--- src/rtl/key_debounce_pkg.sv ---
// key_debounce_pkg
// Shared types and constants for the pushbutton debouncer.
//   db_state_t    per-channel debounce FSM states
//   KEY_PRESSED   raw KEY level when a button is pushed (active-low)
//   KEY_RELEASED  raw KEY level when a button is idle
package key_debounce_pkg;

  typedef enum logic [1:0] {
    UP        = 2'd0,
    WAIT_DOWN = 2'd1,
    DOWN      = 2'd2,
    WAIT_UP   = 2'd3
  } db_state_t;

  localparam logic KEY_PRESSED  = 1'b0;
  localparam logic KEY_RELEASED = 1'b1;

endpackage

--- src/rtl/key_debounce_ch.sv ---
// key_debounce_ch
// One debounce channel: a two-flop synchronizer, a four-state FSM and a
// saturating stability counter. A change of the synchronized key is
// accepted only after it has held for DEBOUNCE_CYCLES consecutive cycles.
// Ports:
//   clk            system clock
//   reset          synchronous, active-high
//   key            raw pushbutton, active-low, asynchronous to clk
//   level          debounced state, 1 = pressed (registered)
//   press_pulse    one-cycle pulse when a press is accepted (registered)
//   release_pulse  one-cycle pulse when a release is accepted (registered)
module key_debounce_ch
  import key_debounce_pkg::*;
#(
  parameter int DEBOUNCE_CYCLES = 1_000_000
) (
  input  logic clk,
  input  logic reset,
  input  logic key,
  output logic level,
  output logic press_pulse,
  output logic release_pulse
);

  localparam int CW = $clog2(DEBOUNCE_CYCLES + 1);
  localparam logic [CW-1:0] LAST = CW'(DEBOUNCE_CYCLES - 1);
  localparam logic [CW-1:0] MAX  = CW'(DEBOUNCE_CYCLES);

  logic [1:0]    sync_ff;
  logic          pressed;
  db_state_t     state;
  logic [CW-1:0] count;

  // Synchronizer resets to the idle raw level so a key held through reset
  // is seen as a fresh press once reset is released.
  always_ff @(posedge clk) begin
    if (reset) begin
      sync_ff <= {2{KEY_RELEASED}};
    end else begin
      sync_ff <= {sync_ff[0], key};
    end
  end

  assign pressed = (sync_ff[1] == KEY_PRESSED);

  // The WAIT states count cycles in which the new value has held; any
  // return to the old value abandons the attempt without a pulse. The
  // entry cycle into WAIT is the first stable sample, hence LAST = N-1.
  always_ff @(posedge clk) begin
    if (reset) begin
      state         <= UP;
      count         <= '0;
      level         <= 1'b0;
      press_pulse   <= 1'b0;
      release_pulse <= 1'b0;
    end else begin
      press_pulse   <= 1'b0;
      release_pulse <= 1'b0;
      case (state)
        UP: begin
          if (pressed) begin
            state <= WAIT_DOWN;
            count <= '0;
          end
        end
        WAIT_DOWN: begin
          if (!pressed) begin
            state <= UP;
            count <= '0;
          end else if (count == LAST) begin
            state       <= DOWN;
            count       <= '0;
            level       <= 1'b1;
            press_pulse <= 1'b1;
          end else if (count != MAX) begin
            count <= count + 1'b1;
          end
        end
        DOWN: begin
          if (!pressed) begin
            state <= WAIT_UP;
            count <= '0;
          end
        end
        WAIT_UP: begin
          if (pressed) begin
            state <= DOWN;
            count <= '0;
          end else if (count == LAST) begin
            state         <= UP;
            count         <= '0;
            level         <= 1'b0;
            release_pulse <= 1'b1;
          end else if (count != MAX) begin
            count <= count + 1'b1;
          end
        end
        default: begin
          state <= UP;
          count <= '0;
        end
      endcase
    end
  end

endmodule

--- src/rtl/key_debounce.sv ---
// key_debounce
// Debounces the active-low DE-board pushbuttons into clean active-high
// levels plus one-cycle press/release pulses. Channels are independent.
// Ports:
//   CLOCK_50     system clock, the only clock
//   reset        synchronous, active-high
//   KEY          raw pushbuttons [N_KEYS], active-low, asynchronous
//   key_level    debounced state [N_KEYS], 1 = pressed
//   key_press    one-cycle press pulse per key
//   key_release  one-cycle release pulse per key
module key_debounce
  import key_debounce_pkg::*;
#(
  parameter int N_KEYS          = 2,
  parameter int DEBOUNCE_CYCLES = 1_000_000
) (
  input  logic              CLOCK_50,
  input  logic              reset,
  input  logic [N_KEYS-1:0] KEY,
  output logic [N_KEYS-1:0] key_level,
  output logic [N_KEYS-1:0] key_press,
  output logic [N_KEYS-1:0] key_release
);

  for (genvar i = 0; i < N_KEYS; i++) begin : g_ch
    key_debounce_ch #(
      .DEBOUNCE_CYCLES(DEBOUNCE_CYCLES)
    ) u_ch (
      .clk          (CLOCK_50),
      .reset        (reset),
      .key          (KEY[i]),
      .level        (key_level[i]),
      .press_pulse  (key_press[i]),
      .release_pulse(key_release[i])
    );
  end

endmodule
--- config.mk ---
export PLATFORM = sky130hd
export DESIGN_NAME = key_debounce
export DESIGN_NICKNAME = d
export VERILOG_FILES = /design/src/rtl/key_debounce_pkg.sv /design/src/rtl/key_debounce_ch.sv /design/src/rtl/key_debounce.sv
export SDC_FILE = /design/constraint.sdc
export NUM_CORES = 1
export LEC_CHECK = 0
export ABC_AREA = 1
export BUFFER_PORTS_ARGS = -buffer_cell sky130_fd_sc_hd__buf_4
export CORE_MARGIN = 5
export CORE_UTILIZATION = 62
export DETAILED_ROUTE_END_ITERATION = 10
export PLACE_DENSITY = 0.79
export SKIP_LAST_GASP = 1
export SLEW_MARGIN = 20
export SYNTH_ARGS = -nofsm -noshare
export SYNTH_HDL_FRONTEND = slang
export SYNTH_SLANG_ARGS = --single-unit
--- constraint.sdc ---
create_clock -name CLOCK_50 -period 1.94 [get_ports CLOCK_50]
set_input_delay 0.291 -clock CLOCK_50 [delete_from_list [all_inputs] [get_ports CLOCK_50]]
set_output_delay 0.291 -clock CLOCK_50 [all_outputs]
set_load 0.05 [all_outputs]
# Word-level counts from Yosys, hierarchy flattened
# Cells that the tools add are included.
[word_totals] reg_bits=54 in_bits=4 out_inout_bits=6 wordCells=100
[classes] addsub=2 eq_ne=26 muxes=40 bitwise=6 reduce_logical=14
[op_table] op="2-to-1 mux 20 bit" n=12
[op_table] op="one-hot mux 20 bit (4 select lines)" n=2
[op_table] op="adder 20 x 1 -> 20 bit (second input constant)" n=2
[op_table] op="equality test 20 bit (second input constant)" n=2
[op_table] op="!= test 20 bit (second input constant)" n=2
[op_table] op="2-to-1 mux 2 bit" n=12
[op_table] op="!= test 2 x 1 -> 1 bit (second input constant)" n=8
[op_table] op="one-hot mux 2 bit (4 select lines)" n=2
[op_table] op="OR reduction 3 bit" n=4
[op_table] op="2-to-1 mux 1 bit" n=10
[op_table] op="AND reduction 5 bit" n=2
[op_table] op="equality test 2 bit (second input constant)" n=4
[op_table] op="!= test 2 bit (second input constant)" n=4
[op_table] op="AND reduction 4 bit" n=2
[op_table] op="!= test 3 x 1 -> 1 bit (second input constant)" n=2
[op_table] op="!= test 3 bit (second input constant)" n=2
[op_table] op="NOT 1 bit" n=6
[op_table] op="equality test 2 x 1 -> 1 bit (second input constant)" n=2
[op_table] op="logical NOT 2 bit" n=2
[op_table] op="one-hot mux 1 bit (2 select lines)" n=2
[op_table] op="AND reduction 2 bit" n=2
[op_table] op="nonzero test 2 bit" n=2

# Logic depth before layout (Yosys ltp)
# Gate-level depths: netlist (run 1).
[depth] ltp_word=5 ltp_mapped=11 depth_no_buf=11

# Cells and area by module
# From an unflattened synthesis (run 1), not the netlist that was laid out.
[unflattened] cells_unflattened=553 area_unflattened_um2=3500.9
[modules_own_cells] mod="key_debounce_ch at g_ch[1].u_ch" n_inst=1 cells_per_inst=274 area_each_um2=1764.2 seq_area_each_um2=540.5
[modules_own_cells] mod="key_debounce_ch at g_ch[0].u_ch" n_inst=1 cells_per_inst=279 area_each_um2=1736.7 seq_area_each_um2=540.5

# Worst setup path before layout (run 1)
# No wires, ideal clock.
[synth_path] path_type="reg2reg" from="register g_ch[1].u_ch.count[1]" to="register g_ch[1].u_ch.count[19]" setup_time_ns=0.137 arrival_time_ns=1.363 required_ns=1.803 slack_ns=0.440 stages_incl_launch_ff=12 n_path_buf=1 synth_period_minus_slack_ns=1.500 cell_sequence="dfxtp_1 > ha_1 > nand2_2 > inv_2 > nand2_2 > nor2_4 > nand3_4 > nand2_4 > inv_4 > buf_8 > nand2_1 > a21oi_1"
[synth_between] elab_chain_cells=5
[synth_lines] element="start: declaration" line="key_debounce_ch.sv:32" rtl="logic [CW-1:0] count;"
[synth_lines] element="start signal: assignment" line="key_debounce_ch.sv:76" rtl="count <= count + 1'b1;"
[synth_lines] element="start signal: assignment" line="key_debounce_ch.sv:95" rtl="count <= count + 1'b1;"
[synth_lines] element="adder 20 x 1 -> 20 bit or != test 20 bit (tied branches)"
[synth_lines] element="2-to-1 mux 20 bit" line="key_debounce_ch.sv:75, key_debounce_ch.sv:94"
[synth_lines] element="2-to-1 mux 20 bit *" line="key_debounce_ch.sv:89" rtl="end else if (count == LAST) begin"
[synth_lines] element="2-to-1 mux 20 bit (on tied branches)" line="key_debounce_ch.sv:86, key_debounce_ch.sv:67"
[synth_lines] element="one-hot mux 20 bit (4 select lines) *" line="key_debounce_ch.sv:59" rtl="case (state)"
# Every way passes the cells marked *; elsewhere a longest branch is shown, timed or not.
# A chain may end at the register's enable or synchronous reset.

# Final worst setup path (run 1)
[layout_path] from="register g_ch[0].u_ch.count[1]" to="register g_ch[0].u_ch.count[8]"
[layout_between] elab_chain_cells=5
[layout_lines] element="start: declaration" line="key_debounce_ch.sv:32"
[layout_lines] element="start signal: assignment" line="key_debounce_ch.sv:76"
[layout_lines] element="start signal: assignment" line="key_debounce_ch.sv:95"
[layout_lines] element="adder 20 x 1 -> 20 bit or != test 20 bit (tied branches)"
[layout_lines] element="2-to-1 mux 20 bit" line="key_debounce_ch.sv:75, key_debounce_ch.sv:94"
[layout_lines] element="2-to-1 mux 20 bit *" line="key_debounce_ch.sv:70" rtl="end else if (count == LAST) begin"
[layout_lines] element="2-to-1 mux 20 bit (on tied branches)" line="key_debounce_ch.sv:86, key_debounce_ch.sv:67"
[layout_lines] element="one-hot mux 20 bit (4 select lines) *" line="key_debounce_ch.sv:59"
# Marked as above.

==> results of run 1 <==
metal layers:
| layer | track usage | vias to the layer above | share of wire |
|---|---|---|---|
| met1 | 0.252 | 1417 | 0.45 |
| met4 | 0.0863 | 0 | 0.021 |
| met5 | 0 | - | 0 |
| li1 | - | 1675 | - |
| met2 | 0.389 | 57 | 0.50 |
| met3 | 0.0294 | 15 | 0.034 |
registers in the layout (all words and copies together) (netlist names), named ones only:
signal and flops:
g_ch.u_ch.state 2, g_ch.u_ch.count 40, g_ch.u_ch.release_pulse 2, g_ch.u_ch.sync_ff 4, g_ch.u_ch.press_pulse 2, g_ch.u_ch.level 2
metrics by stage:
stage / cells / cell area, µm² / worst slack, ns / total power, mW / hold slack, ns
floorplan: 533 / 3410 / 0.440 / 1.25 / 0.389
global placement: 601 / 3510 / 0.350 / 1.30 / 0.391
detailed placement: 601 / 3510 / 0.294 / 1.30 / 0.404
CTS: 609 / 3610 / 0.269 / 2.01 / 0.139
global route: 609 / 3610 / 0.0840 / 2.07 / 0.141
finish: 609 / 3610 / 0.266 / 1.99 / 0.143
layout make-up:
cell class / instances / share of cell area
Sequential cell: 54 / 0.299
Timing Repair Buffer: 13 / 0.0305
Inverter: 60 / 0.0630
Tap cell: 72 / 0.0249
Clock inverter: 1 / 0.00242
Clock buffer: 7 / 0.0267
Multi-Input combinational cell: 402 / 0.553
logic make-up (layout without fill, tap and decap cells):
| group | after synthesis | count (layout) | synth area share |
|---|---|---|---|
| AO/OA/AOI/OAI | 70 | 70 | 0.117 |
| buffers and inverters | 77 | 81 | 0.0982 |
| flip-flops | 54 | 54 | 0.317 |
| adder cells (fa/ha/maj) | 4 | 4 | 0.0147 |
| AND/OR/NAND/NOR | 325 | 325 | 0.446 |
| XOR/XNOR | 3 | 3 | 0.00770 |
cells in the mapped netlist (7+ instances only):
| cell type | count |
|---|---|
| nor2_4 | 9 |
| a21oi_2 | 7 |
| o21ai_0 | 27 |
| nand2_1 | 168 |
| nor2_2 | 7 |
| nand2_2 | 9 |
| dfxtp_1 | 54 |
| a21oi_1 | 28 |
| nand3_2 | 8 |
| clkbuf_1 | 7 |
| nand3_1 | 24 |
| inv_1 | 53 |
| nor2_1 | 71 |
where the power goes:
part           internal (mW)  leakage, nW  switching, mW
Sequential              1.12        0.436        0.00872
Combinational         0.0466        0.871         0.0997
Clock                  0.328       0.0544          0.387
path summary, 6_finish.rpt:
| path | endpoint | slack (ns) | cells past startpoint |
|---|---|---|---|
| hold reg to reg | g_ch[1].u_ch.sync_ff[1] | 0.42 | 1 |
| setup / recovery | g_ch[0].u_ch.count[8] | 0.27 | 8 |
| hold / removal | g_ch[0].u_ch.sync_ff[0] | 0.14 | 2 |
| setup reg to reg | g_ch[0].u_ch.count[8] | 0.27 | 8 |
worst reg2reg max path: cells and delay by family, from the launching register on:
family	cells	cell delay, ns
compound gates	3	0.73
fa+ha+maj	1	0.22
flops	1	0.35
simple gates	4	0.29
==> flow_summary.yaml, run 1 <==
cts:
  ctsHoldBuffers: 0
  ctsRootBufferMaster: "clkbuf_8"
  numCtsBuffers: 5
  post_cts_resized: 0
  clk_pin_slew_ns: 0.10
  cts_buffer_depth: 2
  post_cts_buffers: 0
  cts.sinks: 54
  cts_max_level: 2
  clk_latency_ns: 0.32
  cts_tree: "built"
grt:
  grt_overflow: 0
  gr-usage-all-layers: 0.214
  grt_pass1_wl_um: 12800
  grt_start_max_net_pins: 30
  antenna_found_initial: 0
  grt_pass1_vias: 3090
synthesis:
  async_flop_share: 0
  avgSynthCellArea_um2: 6.41
  ys_warn_count: 0
  yosys.area.top_type: "dfxtp_1"
  synth_top_area_frac: 0.317
  ys_types: 36
  syn-num-nets: 541
  syn_inst: 533
  synth-seq-cells: 54
  netlist_area_mm2: 0.00341
  ys_seq_area_frac: 0.317
  synth_ff_type: "dfxtp_1"
  synth_edf_count: 0
  synth_top_cells_by_area: "dfxtp_1, nand2_1, nor2_1, inv_1, a21oi_1"
worst_setup_path:
  crit_start: "g_ch[0].u_ch.count[1]"
  cp_slowest_stage_delay_ns: 0.41
  arrival_ns: 1.92
  crit_required_ns: 2.18
  critPathSlowestCell: "a21oi_4"
  r2r-start: "g_ch[0].u_ch.count[1]"
  path_cells: "ha_1, nand2_2, nor2_4, nand2_4, nor2_4, a21oi_4, o21ai_0, a21oi_1"
  path_common_cell: "nor2_4"
  cp_max_fo: 17
  start_kind: "register"
  path_buf_inv: 0
  cp-end-kind: "register"
  cp_top_family: "compound AO/OA/AOI/OAI gates"
  path_class: "register to register"
worst_hold_path:
  hold_path.class: "input pin to register"
  min_from: "KEY[0]"
floorplan:
  die_h_um: 84.2
  rows: 27
  initial_core_util: 0.628
  die_area_mm2: 0.00709
  die_w_um: 84.2
  num_io_pins: 10
  core_mm2: 0.00544
pwr:
  powerDensity_mw_per_mm2: 551
  worst_ir_drop_vdd_mv: 0.418
  leakage_nw: 1.36
cells_and_area:
  register_area_mm2: 0.00108
  syn2layout_area_growth_pct: 5.79
  final_common_cell: "nand2_1"
  nets: 544
  diodes: 0
  final_core_utilization: 0.664
  multi_input_area_mm2: 0.00200
  nFillCells: 497
  final_layout_size_suffix_gt1_frac: 0.153
  final_cell_mix: "nand2_1, nor2_1, dfxtp_1"
placed_design:
  detailed_place_hpwl_um: 5060
  gp_congestion: 0.870
  io_buffer_count: 9
detailed_routing:
  wire_per_inst_um: 11.7
  drc: 0
  vias: 3164
  via_per_inst: 5.20
  detail_route.first_pass.iterations: 4
  routed_wl_um: 7130
  antenna_left: 0
  drt-initial-drc-count: 153
timing:
  finalSetupViolCount: 0
  min_period_over_period: 0.863
  worstMarginPinSlew_ns: 0.490
  drv_slew: 0
  slew_headroom: 0.673
  fin_skew_ns: 0.0158
  finalCriticalPeriod_ns: 1.67
  clock.fmax_mhz: 597
  rsz0062_at_grt: "false"
  finalHoldViolations: 0
  fin_setup_tns_ns: 0
run_status:
  status: "complete, no violations"
job:
  cap_viol_max_count: 0
Power figures use the tool's default switching activity.
==> inputs of run 2 (changes only) <==
BUFFER_PORTS_ARGS = -buffer_cell sky130_fd_sc_hd__clkbuf_2   (was -buffer_cell sky130_fd_sc_hd__buf_4)
==> flow_summary.yaml, run 2 (synthesis results as in run 1) <==
worst_setup_path:
  path_class: "register to register"
  path_common_cell: "nor2_4"
  critPathSlowestCell: "a21oi_4"
  cp-end-kind: "register"
  arrival_ns: 1.92
  path_buf_inv: 0
  cp_top_family: "compound AO/OA/AOI/OAI gates"
  cp_slowest_stage_delay_ns: 0.41
  crit_required_ns: 2.18
  start_kind: "register"
  cp_max_fo: 17
  path_cells: "ha_1, nand2_2, nor2_4, nand2_4, nor2_4, a21oi_4, o21ai_0, a21oi_1"
cts:
  cts.sinks: 54
  ctsRootBufferMaster: "clkbuf_8"
  post_cts_resized: 0
  clk_latency_ns: 0.31
  cts_buffer_depth: 2
  ctsHoldBuffers: 0
  cts_tree: "built"
  clk_pin_slew_ns: 0.10
  post_cts_buffers: 0
  numCtsBuffers: 5
  cts_max_level: 2
timing:
  finalHoldWorstSlack_ns: 0.159
  finalSetupViolCount: 0
  post-route-worst-setup-slack_ns: 0.259
  min_period_over_period: 0.866
  fin_skew_ns: 0.0168
  rsz0062_at_grt: "false"
  clock.fmax_mhz: 595
  finalHoldViolations: 0
  fin_setup_tns_ns: 0
  drv_slew: 0
  slew_headroom: 0.674
  finalCriticalPeriod_ns: 1.68
  worstMarginPinSlew_ns: 0.488
pwr:
  powerDensity_mw_per_mm2: 537
  worst_ir_drop_vdd_mv: 0.355
  p_total_mw: 1.92
  leakage_nw: 1.35
grt:
  grt_start_max_net_pins: 29
  grt_pass1_wl_um: 12500
  grt_pass1_vias: 2908
  antenna_found_initial: 0
  grt_overflow: 0
  gr-usage-all-layers: 0.208
detailed_routing:
  drt-initial-drc-count: 158
  wire_per_inst_um: 11.5
  vias: 3118
  drc: 0
  via_per_inst: 5.11
  antenna_left: 0
  routed_wl_um: 7050
  detail_route.first_pass.iterations: 4
cells_and_area:
  final_layout_size_suffix_gt1_frac: 0.154
  final_core_utilization: 0.656
  final_cell_mix: "nand2_1, nor2_1, dfxtp_1"
  top_regs: "g_ch.u_ch.count x40, g_ch.u_ch.sync_ff x4"
  final_common_cell: "nand2_1"
  nets: 545
  syn2layout_area_growth_pct: 4.54
  diodes: 0
  top_register: "g_ch.u_ch.count"
  largest_reg_flops: 40
  nFillCells: 493
placed_design:
  io_buffer_count: 9
  dp_slack_ns: 0.269
  detailed_place_hpwl_um: 5180
  gp_congestion: 0.857
floorplan:
  initial_core_util: 0.628
  die_w_um: 84.2
  die_h_um: 84.2
  num_io_pins: 10
  rows: 27
  core_mm2: 0.00544
  die_area_mm2: 0.00709
run_status:
  status: "complete, no violations"
worst_hold_path:
  hold_path.class: "input pin to register"
job:
  cap_viol_max_count: 0
-- run 2: cell types whose count changed in the layout (fill, tap and decap cells not counted), sizes merged --
cell      previous run  this run
clkinvlp             0         1
clkinv               1         2
clkbuf               7        14
buf                 13         5
-- run 2: metrics by stage --
step,cell area [µm²],cells
final,3570,610
after detailed placement,3480,602
after global routing,3570,610
after CTS,3570,610
after global placement,3480,602
after floorplan,3410,533
-- run 2: power breakdown --
part	switching [mW]	total [mW]	internal (mW)
logic	0.0989	0.143	0.0437
registers	0.00851	1.13	1.12
clock network	0.392	0.647	0.255
total	0.499	1.92	1.42
-- run 2: worst paths after layout --
check	startpoint	to	slack [ns]	cells past startpoint
hold reg to reg	g_ch[0].u_ch.sync_ff[0]	g_ch[0].u_ch.sync_ff[1]	0.41	1
hold / removal	KEY[0]	g_ch[0].u_ch.sync_ff[0]	0.16	2
setup / recovery	g_ch[0].u_ch.count[1]	g_ch[0].u_ch.count[7]	0.26	8
setup reg to reg	g_ch[0].u_ch.count[1]	g_ch[0].u_ch.count[7]	0.26	8
-- run 2: area by class of cell --
cell class,instances,area [µm²],area share
clock buffers,5,68.8,0.0193
clock inverters,3,21.3,0.00596
inverters,60,228,0.0638
multi-input cells,402,2000,0.560
flip-flops and latches,54,1080,0.303
well taps,72,90.1,0.0252
repair buffers,14,82.6,0.0231
-- run 2: routing by layer --
metal  up-vias  track usage  routed length [µm]  part of all wire
li1       1670            -                   -                 -
met1      1403        0.246                3270              0.46
met2        30        0.371                3460              0.49
met3        15       0.0343                 139             0.020
met4         0       0.0863                 172             0.024
met5         -            0                   0                 0
==> inputs of run 3 (changes only) <==
GPL_TIMING_DRIVEN = 0   (was unset)
==> flow_summary.yaml, run 3 (synthesis results as in run 1) <==
cells_and_area:
  final_layout_size_suffix_gt1_frac: 0.157
  final_cell_mix: "nand2_1, nor2_1, dfxtp_1"
  nets: 557
  fin_cells: 621
  diodes: 0
  final_common_cell: "nand2_1"
  top_regs: "g_ch.u_ch.count x40, g_ch.u_ch.sync_ff x4"
  top_register: "g_ch.u_ch.count"
  syn2layout_area_growth_pct: 6.30
  largest_reg_flops: 40
job:
  cap_viol_max_count: 0
cts:
  clk_latency_ns: 0.31
  clk_pin_slew_ns: 0.09
  cts_buffer_depth: 2
  post_cts_buffers: 0
  cts_tree: "built"
  post_cts_resized: 0
  ctsHoldBuffers: 0
  ctsRootBufferMaster: "clkbuf_8"
  cts_max_level: 2
  cts.sinks: 54
  numCtsBuffers: 5
worst_setup_path:
  reg2reg_slack_ns: 0.19
  path_class: "register to register"
  rr_endpoint: "g_ch[1].u_ch.count[1]"
  arrival_ns: 1.92
  cp_max_fo: 10
  r2r_cells: 11
  crit_required_ns: 2.11
  cp-end-kind: "register"
  r2r-start: "g_ch[1].u_ch.count[1]"
  start_kind: "register"
detailed_routing:
  via_per_inst: 5.15
  antenna_left: 0
  drt-initial-drc-count: 199
  drc: 0
  detail_route.first_pass.iterations: 4
  routed_wl_um: 7500
  wire_per_inst_um: 12.1
  vias: 3196
timing:
  finalCriticalPeriod_ns: 1.75
  slew_headroom: 0.557
  fin_setup_tns_ns: 0
  min_period_over_period: 0.904
  clock.fmax_mhz: 570
  finalSetupViolCount: 0
  worstMarginPinSlew_ns: 0.665
  drv_slew: 0
  finalHoldWorstSlack_ns: 0.163
  finalHoldViolations: 0
  rsz0062_at_grt: "false"
  fin_skew_ns: 0.0110
  post-route-worst-setup-slack_ns: 0.185
grt:
  grt_pass1_wl_um: 13000
  grt_start_max_net_pins: 16
  grt_pass1_vias: 3003
  antenna_found_initial: 0
  grt_overflow: 0
  gr-usage-all-layers: 0.218
placed_design:
  io_buffer_count: 9
  dp.cells: 614
  gp_congestion: 0.891
  detailed_place_hpwl_um: 5500
  dp_slack_ns: 0.200
pwr:
  intPower_mw: 1.41
  worst_ir_drop_vdd_mv: 0.320
  switching_share: 0.255
  leakage_nw: 1.38
  combPwrFrac: 0.074
  powerDensity_mw_per_mm2: 520
  clock_power_share: 0.328
  p_sw_mw: 0.481
  seq_power_share: 0.597
run_status:
  status: "complete, no violations"
worst_hold_path:
  hold_depth: 2
  hold_path_end: "g_ch[0].u_ch.sync_ff[0]"
  hold_path.class: "input pin to register"
  min_from: "KEY[0]"
floorplan:
  die_h_um: 84.2
  die_area_mm2: 0.00709
  core_mm2: 0.00544
  initial_core_util: 0.628
  num_io_pins: 10
  rows: 27
  die_w_um: 84.2
==> run 3: changes by cell type in the layout (fill, tap and decap cells not counted), sizes merged <==
| cell | previous run | this run |
|---|---|---|
| clkinv | 2 | 0 |
| buf | 5 | 10 |
| clkbuf | 14 | 22 |
==> run 3: power groups by stage <==
stage	combinational, mW	sequential, mW	clock [mW]
2_1_floorplan	0.100	1.15	0
3_3_place_gp	0.140	1.15	0
3_5_place_dp	0.142	1.15	0
4_1_cts	0.143	1.13	0.633
5_1_grt	0.157	1.13	0.674
6_report	0.140	1.13	0.620
==> run 3: worst max-delay path, stage by stage, from the launching register on <==
cell and delay (ns):
dfxtp_1 0.43, ha_1 0.27, nand2_2 0.09, inv_2 0.07, nand2_2 0.09, nor2_4 0.13
nand3_4 0.11, nand2_4 0.11, inv_4 0.07, buf_8 0.15, nand2_1 0.06, a21oi_1 0.05
==> run 3: area by class of cell <==
| type | count | area, µm² |
|---|---|---|
| timing repair buffer | 9 | 45.0 |
| sequential | 54 | 1080 |
| buffer | 17 | 108 |
| multi-input combinational | 402 | 2000 |
| fill | 501 | 1810 |
| clock inverter | 1 | 7.51 |
| inverter | 60 | 228 |
| tap | 72 | 90.1 |
| clock buffer | 6 | 72.6 |
==> run 3: worst max path at each step <==
| stage | from | to | slack, ns | depth (start not counted) |
|---|---|---|---|---|
| after global placement | g_ch[1].u_ch.count[1] | g_ch[1].u_ch.count[19] | 0.24 | 11 |
| final | g_ch[1].u_ch.count[1] | g_ch[1].u_ch.count[1] | 0.19 | 11 |
| after CTS | g_ch[1].u_ch.count[1] | g_ch[1].u_ch.count[18] | 0.19 | 11 |
| after detailed placement | g_ch[1].u_ch.count[1] | g_ch[1].u_ch.count[18] | 0.20 | 11 |
| after floorplan | g_ch[1].u_ch.count[1] | g_ch[1].u_ch.count[19] | 0.44 | 11 |
| after global routing | g_ch[1].u_ch.count[1] | g_ch[1].u_ch.count[1] | 0.03 | 11 |
==> run 3: metal layers <==
layer	wire length [µm]	vias up	share of wire	track usage
met4	116	0	0.015	0.0804
met2	3800	48	0.51	0.404
met5	0	-	0	0
met1	3320	1438	0.44	0.249
li1	-	1700	-	-
met3	274	10	0.037	0.0353
==> run 3: metrics by stage <==
step | area (µm²) | total power [mW] | util
global placement | 3550 | 1.29 | 0.653
detailed placement | 3550 | 1.29 | 0.653
CTS | 3630 | 1.90 | 0.667
global route | 3630 | 1.96 | 0.667
finish | 3630 | 1.89 | 0.667
floorplan | 3410 | 1.25 | -
